`config.mk`:
```
export PLATFORM = sky130hd
export DESIGN_NAME = hub75_bcm_scheduler
export DESIGN_NICKNAME = d
export VERILOG_FILES = /design/src/rtl/hub75_pkg.sv /design/src/rtl/hub75_on_timer.sv /design/src/rtl/hub75_bcm_scheduler.sv
export SDC_FILE = /design/constraint.sdc
export NUM_CORES = 1
export LEC_CHECK = 0
export CAP_MARGIN = 20
export CORE_MARGIN = 2
export CORE_UTILIZATION = 40
export CTS_CLUSTER_DIAMETER = 50
export DETAILED_ROUTE_END_ITERATION = 10
export SLEW_MARGIN = 5
export SYNTH_ARGS = -nofsm -noshare
export SYNTH_HDL_FRONTEND = slang
export SYNTH_SLANG_ARGS = --single-unit
export TNS_END_PERCENT = 20
```
`constraint.sdc`:
```
create_clock -name clk -period 2.44 [get_ports clk]
set_input_delay 0.366 -clock clk [delete_from_list [all_inputs] [get_ports clk]]
set_output_delay 0.366 -clock clk [all_outputs]
set_load 0.005 [all_outputs]
```
`src/rtl/hub75_pkg.sv`:
```
// HUB75 BCM scheduler package: FSM state encoding, default geometry and
// timing values, and width helpers shared by the scheduler and its on-timer.
package hub75_pkg;

  localparam int unsigned NUM_ROWS_DEFAULT  = 32;
  localparam int unsigned PLANES_DEFAULT    = 8;
  localparam int unsigned BASE_ON_DEFAULT   = 64;
  localparam int unsigned LATCH_CYC_DEFAULT = 2;

  typedef enum logic [2:0] {
    S_IDLE,
    S_SHIFT,
    S_WAIT_ON,
    S_BLANK,
    S_LATCH
  } state_t;

  // Index width for a count of n items; never narrower than one bit.
  function automatic int unsigned idx_width(input int unsigned n);
    return (n > 1) ? $clog2(n) : 1;
  endfunction

  // On-timer width: must hold the longest plane, base_on << (planes-1).
  function automatic int unsigned timer_width(input int unsigned base_on,
                                              input int unsigned planes);
    return idx_width((base_on << (planes - 1)) + 1);
  endfunction

endpackage

```
`src/rtl/hub75_on_timer.sv`:
```
// HUB75 on-timer: loadable down-counter that holds NOE low while nonzero.
// Clear has priority over load; the count stops at zero and never wraps.
module hub75_on_timer
  import hub75_pkg::*;
#(
  parameter int unsigned TW = 4
) (
  input  logic          clk,
  input  logic          rst,
  input  logic          i_clear,
  input  logic          i_load,
  input  logic [TW-1:0] i_load_val,
  output logic          o_noe_low
);

  logic [TW-1:0] r_count;

  // Count down once per cycle after a load; clear or reset empties it.
  always_ff @(posedge clk or posedge rst) begin
    // NOTE: state registers use non-blocking assignment so every flop samples
    // the pre-edge values; blocking here would create order-dependent races.
    if (rst) begin
      r_count <= '0;
    end else if (i_clear) begin
      r_count <= '0;
    end else if (i_load) begin
      r_count <= i_load_val;
    end else if (r_count != '0) begin
      r_count <= r_count - TW'(1);
    end
  end

  assign o_noe_low = (r_count != '0);

endmodule

```
`src/rtl/hub75_bcm_scheduler.sv`:
```
// HUB75 binary-code-modulation scheduler. Requests a column shift for each
// (row, plane), latches it, and displays it for BASE_ON << plane cycles while
// the next plane is being shifted in.
// Optional feature macro: HUB75_BRIGHT_EN adds the i_brightness port and scales
// the on-time by brightness/256.
module hub75_bcm_scheduler
  import hub75_pkg::*;
#(
  parameter  int unsigned NUM_ROWS  = NUM_ROWS_DEFAULT,
  parameter  int unsigned PLANES    = PLANES_DEFAULT,
  parameter  int unsigned BASE_ON   = BASE_ON_DEFAULT,
  parameter  int unsigned LATCH_CYC = LATCH_CYC_DEFAULT,
  localparam int unsigned RW        = idx_width(NUM_ROWS),
  localparam int unsigned PW        = idx_width(PLANES)
) (
  input  logic          clk,
  input  logic          rst,
  input  logic          i_enable,
  output logic          o_shift_start,
  output logic [RW-1:0] o_shift_row,
  output logic [PW-1:0] o_shift_plane,
  input  logic          i_shift_done,
  output logic          o_latch,
  output logic          o_noe,
  output logic [RW-1:0] o_row,
  output logic          o_frame_sync
`ifdef HUB75_BRIGHT_EN
  ,
  input  logic [7:0]    i_brightness
`endif
);

  localparam int unsigned TW = timer_width(BASE_ON, PLANES);
  localparam int unsigned LW = idx_width(LATCH_CYC);

  localparam logic [RW-1:0] ROW_LAST   = RW'(NUM_ROWS - 1);
  localparam logic [PW-1:0] PLANE_LAST = PW'(PLANES - 1);
  localparam logic [LW-1:0] LAT_LAST   = LW'(LATCH_CYC - 1);

  state_t        r_state;
  state_t        w_next_state;
  logic          r_shift_start;
  logic [RW-1:0] r_shift_row;
  logic [PW-1:0] r_shift_plane;
  logic [RW-1:0] r_row;
  logic [LW-1:0] r_lat_cnt;
  logic          r_stop;

  logic          w_done_ok;
  logic          w_start_first;
  logic          w_latch_exit;
  logic          w_plane_wrap;
  logic          w_row_wrap;
  logic          w_noe_low;
  logic [TW-1:0] w_base;
  logic [TW-1:0] w_load_val;

  // A done arriving with the start pulse belongs to no accepted transfer.
  assign w_done_ok     = i_shift_done && !r_shift_start;
  assign w_start_first = (r_state == S_IDLE) && i_enable;
  assign w_latch_exit  = (r_state == S_LATCH) && i_enable && (r_lat_cnt == LAT_LAST);
  assign w_plane_wrap  = (r_shift_plane == PLANE_LAST);
  assign w_row_wrap    = (r_shift_row == ROW_LAST);

`ifdef HUB75_BRIGHT_EN
  logic [TW+7:0] w_scaled;
  // BASE_ON*brightness < BASE_ON*256, so the top TW bits hold the quotient.
  assign w_scaled = (TW+8)'(BASE_ON) * (TW+8)'(i_brightness);
  assign w_base   = w_scaled[TW+7:8];
`else
  assign w_base   = TW'(BASE_ON);
`endif

  // The plane just latched sets its own display time.
  assign w_load_val = w_base << r_shift_plane;

  // State register.
  always_ff @(posedge clk or posedge rst) begin
    if (rst) begin
      r_state <= S_IDLE;
    end else begin
      r_state <= w_next_state;
    end
  end

  // Next-state decode; a dropped enable returns to IDLE except mid-transfer.
  always_comb begin
    // NOTE: assigning the default first keeps every path driven, so no latch
    // is inferred when a branch below does not mention the signal.
    w_next_state = r_state;
    case (r_state)
      S_IDLE: begin
        if (i_enable) w_next_state = S_SHIFT;
      end
      S_SHIFT: begin
        if (w_done_ok) w_next_state = (r_stop || !i_enable) ? S_IDLE : S_WAIT_ON;
      end
      S_WAIT_ON: begin
        if (!i_enable)      w_next_state = S_IDLE;
        else if (!w_noe_low) w_next_state = S_BLANK;
      end
      S_BLANK: begin
        w_next_state = i_enable ? S_LATCH : S_IDLE;
      end
      S_LATCH: begin
        if (!i_enable)         w_next_state = S_IDLE;
        else if (w_latch_exit) w_next_state = S_SHIFT;
      end
      default: w_next_state = S_IDLE;
    endcase
  end

  // Shift request, row/plane sequencing, panel row and latch-length counter.
  always_ff @(posedge clk or posedge rst) begin
    if (rst) begin
      r_shift_start <= 1'b0;
      r_shift_row   <= '0;
      r_shift_plane <= '0;
      r_row         <= '0;
      r_lat_cnt     <= '0;
      r_stop        <= 1'b0;
    end else begin
      r_shift_start <= w_start_first || w_latch_exit;

      if (w_start_first) begin
        r_shift_row   <= '0;
        r_shift_plane <= '0;
      end else if (w_latch_exit) begin
        if (w_plane_wrap) begin
          r_shift_plane <= '0;
          r_shift_row   <= w_row_wrap ? '0 : r_shift_row + RW'(1);
        end else begin
          r_shift_plane <= r_shift_plane + PW'(1);
        end
      end

      if ((r_state == S_BLANK) && i_enable) r_row <= r_shift_row;

      r_lat_cnt <= ((r_state == S_LATCH) && (w_next_state == S_LATCH)) ?
                   r_lat_cnt + LW'(1) : '0;

      // Remember a stop request seen at any point of the transfer.
      if (r_state != S_SHIFT) r_stop <= 1'b0;
      else if (!i_enable)     r_stop <= 1'b1;
    end
  end

  hub75_on_timer #(
    .TW (TW)
  ) u_on_timer (
    .clk        (clk),
    .rst        (rst),
    .i_clear    (!i_enable),
    .i_load     (w_latch_exit),
    .i_load_val (w_load_val),
    .o_noe_low  (w_noe_low)
  );

  assign o_shift_start = r_shift_start;
  assign o_shift_row   = r_shift_row;
  assign o_shift_plane = r_shift_plane;
  assign o_row         = r_row;
  assign o_latch       = (r_state == S_LATCH);
  assign o_noe         = !w_noe_low;
  assign o_frame_sync  = w_latch_exit && w_plane_wrap && w_row_wrap;

endmodule

```
==> flow_metrics.tcl, run 1 <==
set metrics [dict create \
    status "completed" \
    drive_gt1_frac 0.1699 \
    antenna_found_initial 0 \
    fp.dieArea_um2 4981 \
    clk_latency_ns 0.28 \
    clk_pin_slew_worst_paths_ns 0.07 \
    cts_tree "built" \
    critPathTopFamily "buffers and inverters" \
    cpPeakStageDelay_ns 0.50 \
    synth_top_flop_cell "dfrtp_1" \
    ys_seq_area_frac 0.4658 \
    stdcell_count 258 \
    clock.fmax_ghz 0.4229 \
    grt_overflow 0 \
    grt_pass1_vias 1444 \
    rsz0062_at_grt "false" \
    cts_buffers 5 \
    coreArea_um2 4324 \
    cp_data_required_time_ns 2.07 \
    power_density_nw_per_um2 990.9 \
    synth_edf_count 0 \
    seq_area_um2 829.5 \
    syn-num-nets 188 \
    synthTopCellsByArea "dfrtp_1, ha_1, nor2_1" \
    syn_area_per_cell_um2 10.13 \
    die_w_um 70.58 \
    p_sw_frac 0.3644 \
    path_buf_inv 1 \
    wl_mm 3.730 \
    p_leak_uw 0.0009657 \
    wl_per_cell_um 14.46 \
    vdd_drop_max_v 0.0003253 \
    io_pins 21 \
    syn_to_final_growth_pct 22.65 \
    die_h_um 70.58 \
    dp_slack_ns 0.3015 \
    yosysTopAreaCell "dfrtp_1" \
    worst_slack_ns 0.07529 \
    netlist_instances 175 \
    switching_power_uw 785.1 \
    p_int_uw 1370 \
    dpl_cell_area_um2 2057 \
    clock-sinks 33 \
    gp_congestion 0.8051 \
    first_pass_iters 4 \
    placed_cells 249 \
    start_util 0.4100 \
    grt_max_degree 34 \
    slew_violations 0 \
    antennaDiodeCount 0 \
    p_clk_frac 0.212 \
    relSlewSlack 0.6375 \
    crit_arrival_ns 2.00 \
    final_nets 218 \
    clockBufferDepth 2 \
    regToRegSetupSlack_ns 0.33 \
    std_cell_rows 24 \
    final_area_um2 2175 \
    setup_viol 0 \
    critPathCaptureType "primary output" \
    grt.total_usage 0.1682 \
    yosysMostFrequentCell "dfrtp_1" \
    synth_common_cells "dfrtp_1, nor2_1, a21oi_1" \
    postRouteAntennaNets 0 \
    critPathSlowestCell "clkdlybuf4s50_1" \
    finalSetupTns_ns 0 \
    cpMostUsedCell "and3_1" \
    startpoint_type "flip-flop" \
    portBuffers 20 \
    critPathKind "reg2out" \
    multi_input_area_um2 892.1 \
    drc 0 \
    vias 1386 \
    cp_max_fo 7 \
    tightest_slew_ns 0.5401 \
    root_buffer "clkbuf_8" \
    crit_path_cell_trace "ha_1 -> and3_1 -> ha_2 -> and3_1 -> clkdlybuf4s50_1" \
    fin_crit_ns 2.365 \
    syn-cell-area_um2 1773 \
    fill_cells 407 \
    drt_iter0_drc 58 \
    yosys_warnings 0 \
    grt_first_pass_wirelength_mm 6.665 \
    period_share 0.9691 \
    hold_violations 0 \
    max_cap_violations 0 \
    htree_levels 2 \
    viasPerCell 5.372 \
    synthArstFlopShare 1.000 \
    synth_seq_cells 33 \
    combinationalPowerShare 0.408 \
    synth_top_area_frac 0.4658 \
    hold_path_class "in2async" \
    seq_power_share 0.381 \
    hpwl_mm 2.707 \
    fin_skew_ns 0.005094 \
    synth.distinct_cells 41 \
]
## per-layer routing
metal  routed length, um  vias up  GRT usage
met2                1872       22     0.2851
met4                  49        0    0.07757
met3                 111        5    0.02991
met5                   0        -          0
met1                1697      682     0.2099
li1                    -      677          -
## per-stage QoR
step                      utilization  hold WS (ns)  total power (uW)
after CTS                      0.5000        0.4812              2163
after global routing           0.5029        0.4949              2335
after global placement         0.4757        0.4882              1649
final                          0.5029        0.4569              2155
after floorplan                     -        0.4949              1454
after detailed placement       0.4757        0.4980              1695
## worst paths after layout
check,start,to,cells after the start
max in group asynchronous,rst,o_shift_plane[0]$_DFFE_PP0P_,3
setup reg to reg,u_on_timer.r_count[0]$_DFFE_PP0P_,u_on_timer.r_count[10]$_DFFE_PP0P_,8
setup / recovery,o_shift_row[0]$_DFFE_PP0P_,o_frame_sync,5
hold reg to reg,o_row[2]$_DFFE_PP0P_,o_row[2]$_DFFE_PP0P_,1
hold / removal,rst,u_on_timer.r_count[0]$_DFFE_PP0P_,3
min in group clk,o_row[2]$_DFFE_PP0P_,o_row[2]$_DFFE_PP0P_,1
## cells by family after synthesis
group / share of synthesized area
AOI/OAI and AO/OA: 0.1115
xor gates and xnor gates: 0.04940
adders and majority gates: 0.06352
buffers and inverters: 0.03387
DFF: 0.4658
muxes: 0.03811
and+or+nand+nor: 0.2378
## area by class of cell
class,instances,share of cell area
repair buffers,27,0.1162
inverters,9,0.01554
clock buffers,7,0.04430
multi-input cells,129,0.4102
clock inverters,1,0.002301
flip-flops and latches,33,0.3815
well taps,52,0.02992
## worst min-delay path, cell delays in order
cell and delay, ns:
clkdlybuf4s50_1 0.39, inv_1 0.05, buf_4 0.36
## registers in the layout, indices dropped and copies added (netlist names)
name	count
u_on_timer.r_count	14
o_row	5
o_shift_row	5
o_shift_plane	3
r_state	3
o_shift_start	1
r_lat_cnt	1
r_stop	1
## timing repair
action | in CTS | in global routing
pin swaps | 0 | 0
cloned | 0 | 0
buffers inserted | 0 | 1
setup endpoints to repair | 1 | 2
hold buffers | 0 | 0
gates resized for setup | 2 | 3
## cell usage in the layout, fill, tap and decap left out, types with 2 or more instances in the layout
cell type	netlist	layout
clkbuf_8	1	7
o21ai_0	3	3
nand3_1	4	4
nor2_1	20	20
nand2_1	10	10
xnor2_1	7	7
nor2b_1	4	4
or4_1	2	2
and3_1	2	2
o22ai_1	2	2
buf_4	0	7
mux2_2	6	6
nand4b_1	2	2
ha_2	0	2
clkdlybuf4s50_1	0	20
xor2_1	3	3
a31oi_1	3	3
dfrtp_1	33	30
a21oi_1	14	14
a211oi_1	5	5
nand2b_1	4	4
ha_1	9	7
nor3_1	10	10
inv_1	9	9
dfrtp_2	0	3
and2_1	2	2
## power groups by stage
stage | Sequential (uW) | Clock, uW | Combinational, uW
after floorplan | 778 | 0 | 675
after global placement | 815 | 0 | 834
after detailed placement | 829 | 0 | 867
after CTS | 819 | 470 | 874
after global routing | 838 | 499 | 998
final | 820 | 456 | 878
Note: power is estimated with default switching activity, not from simulation.
==> run 2: changes to the inputs <==
--- a/config.mk
+++ b/config.mk
@@ -9,6 +9,7 @@
 export CORE_MARGIN = 2
 export CORE_UTILIZATION = 40
 export CTS_CLUSTER_DIAMETER = 50
+export CTS_CLUSTER_SIZE = 12
 export DETAILED_ROUTE_END_ITERATION = 10
 export SLEW_MARGIN = 5
 export SYNTH_ARGS = -nofsm -noshare
==> results of run 2 <==
Same layout as run 1: the final DEF is identical, and so are final timing and power.
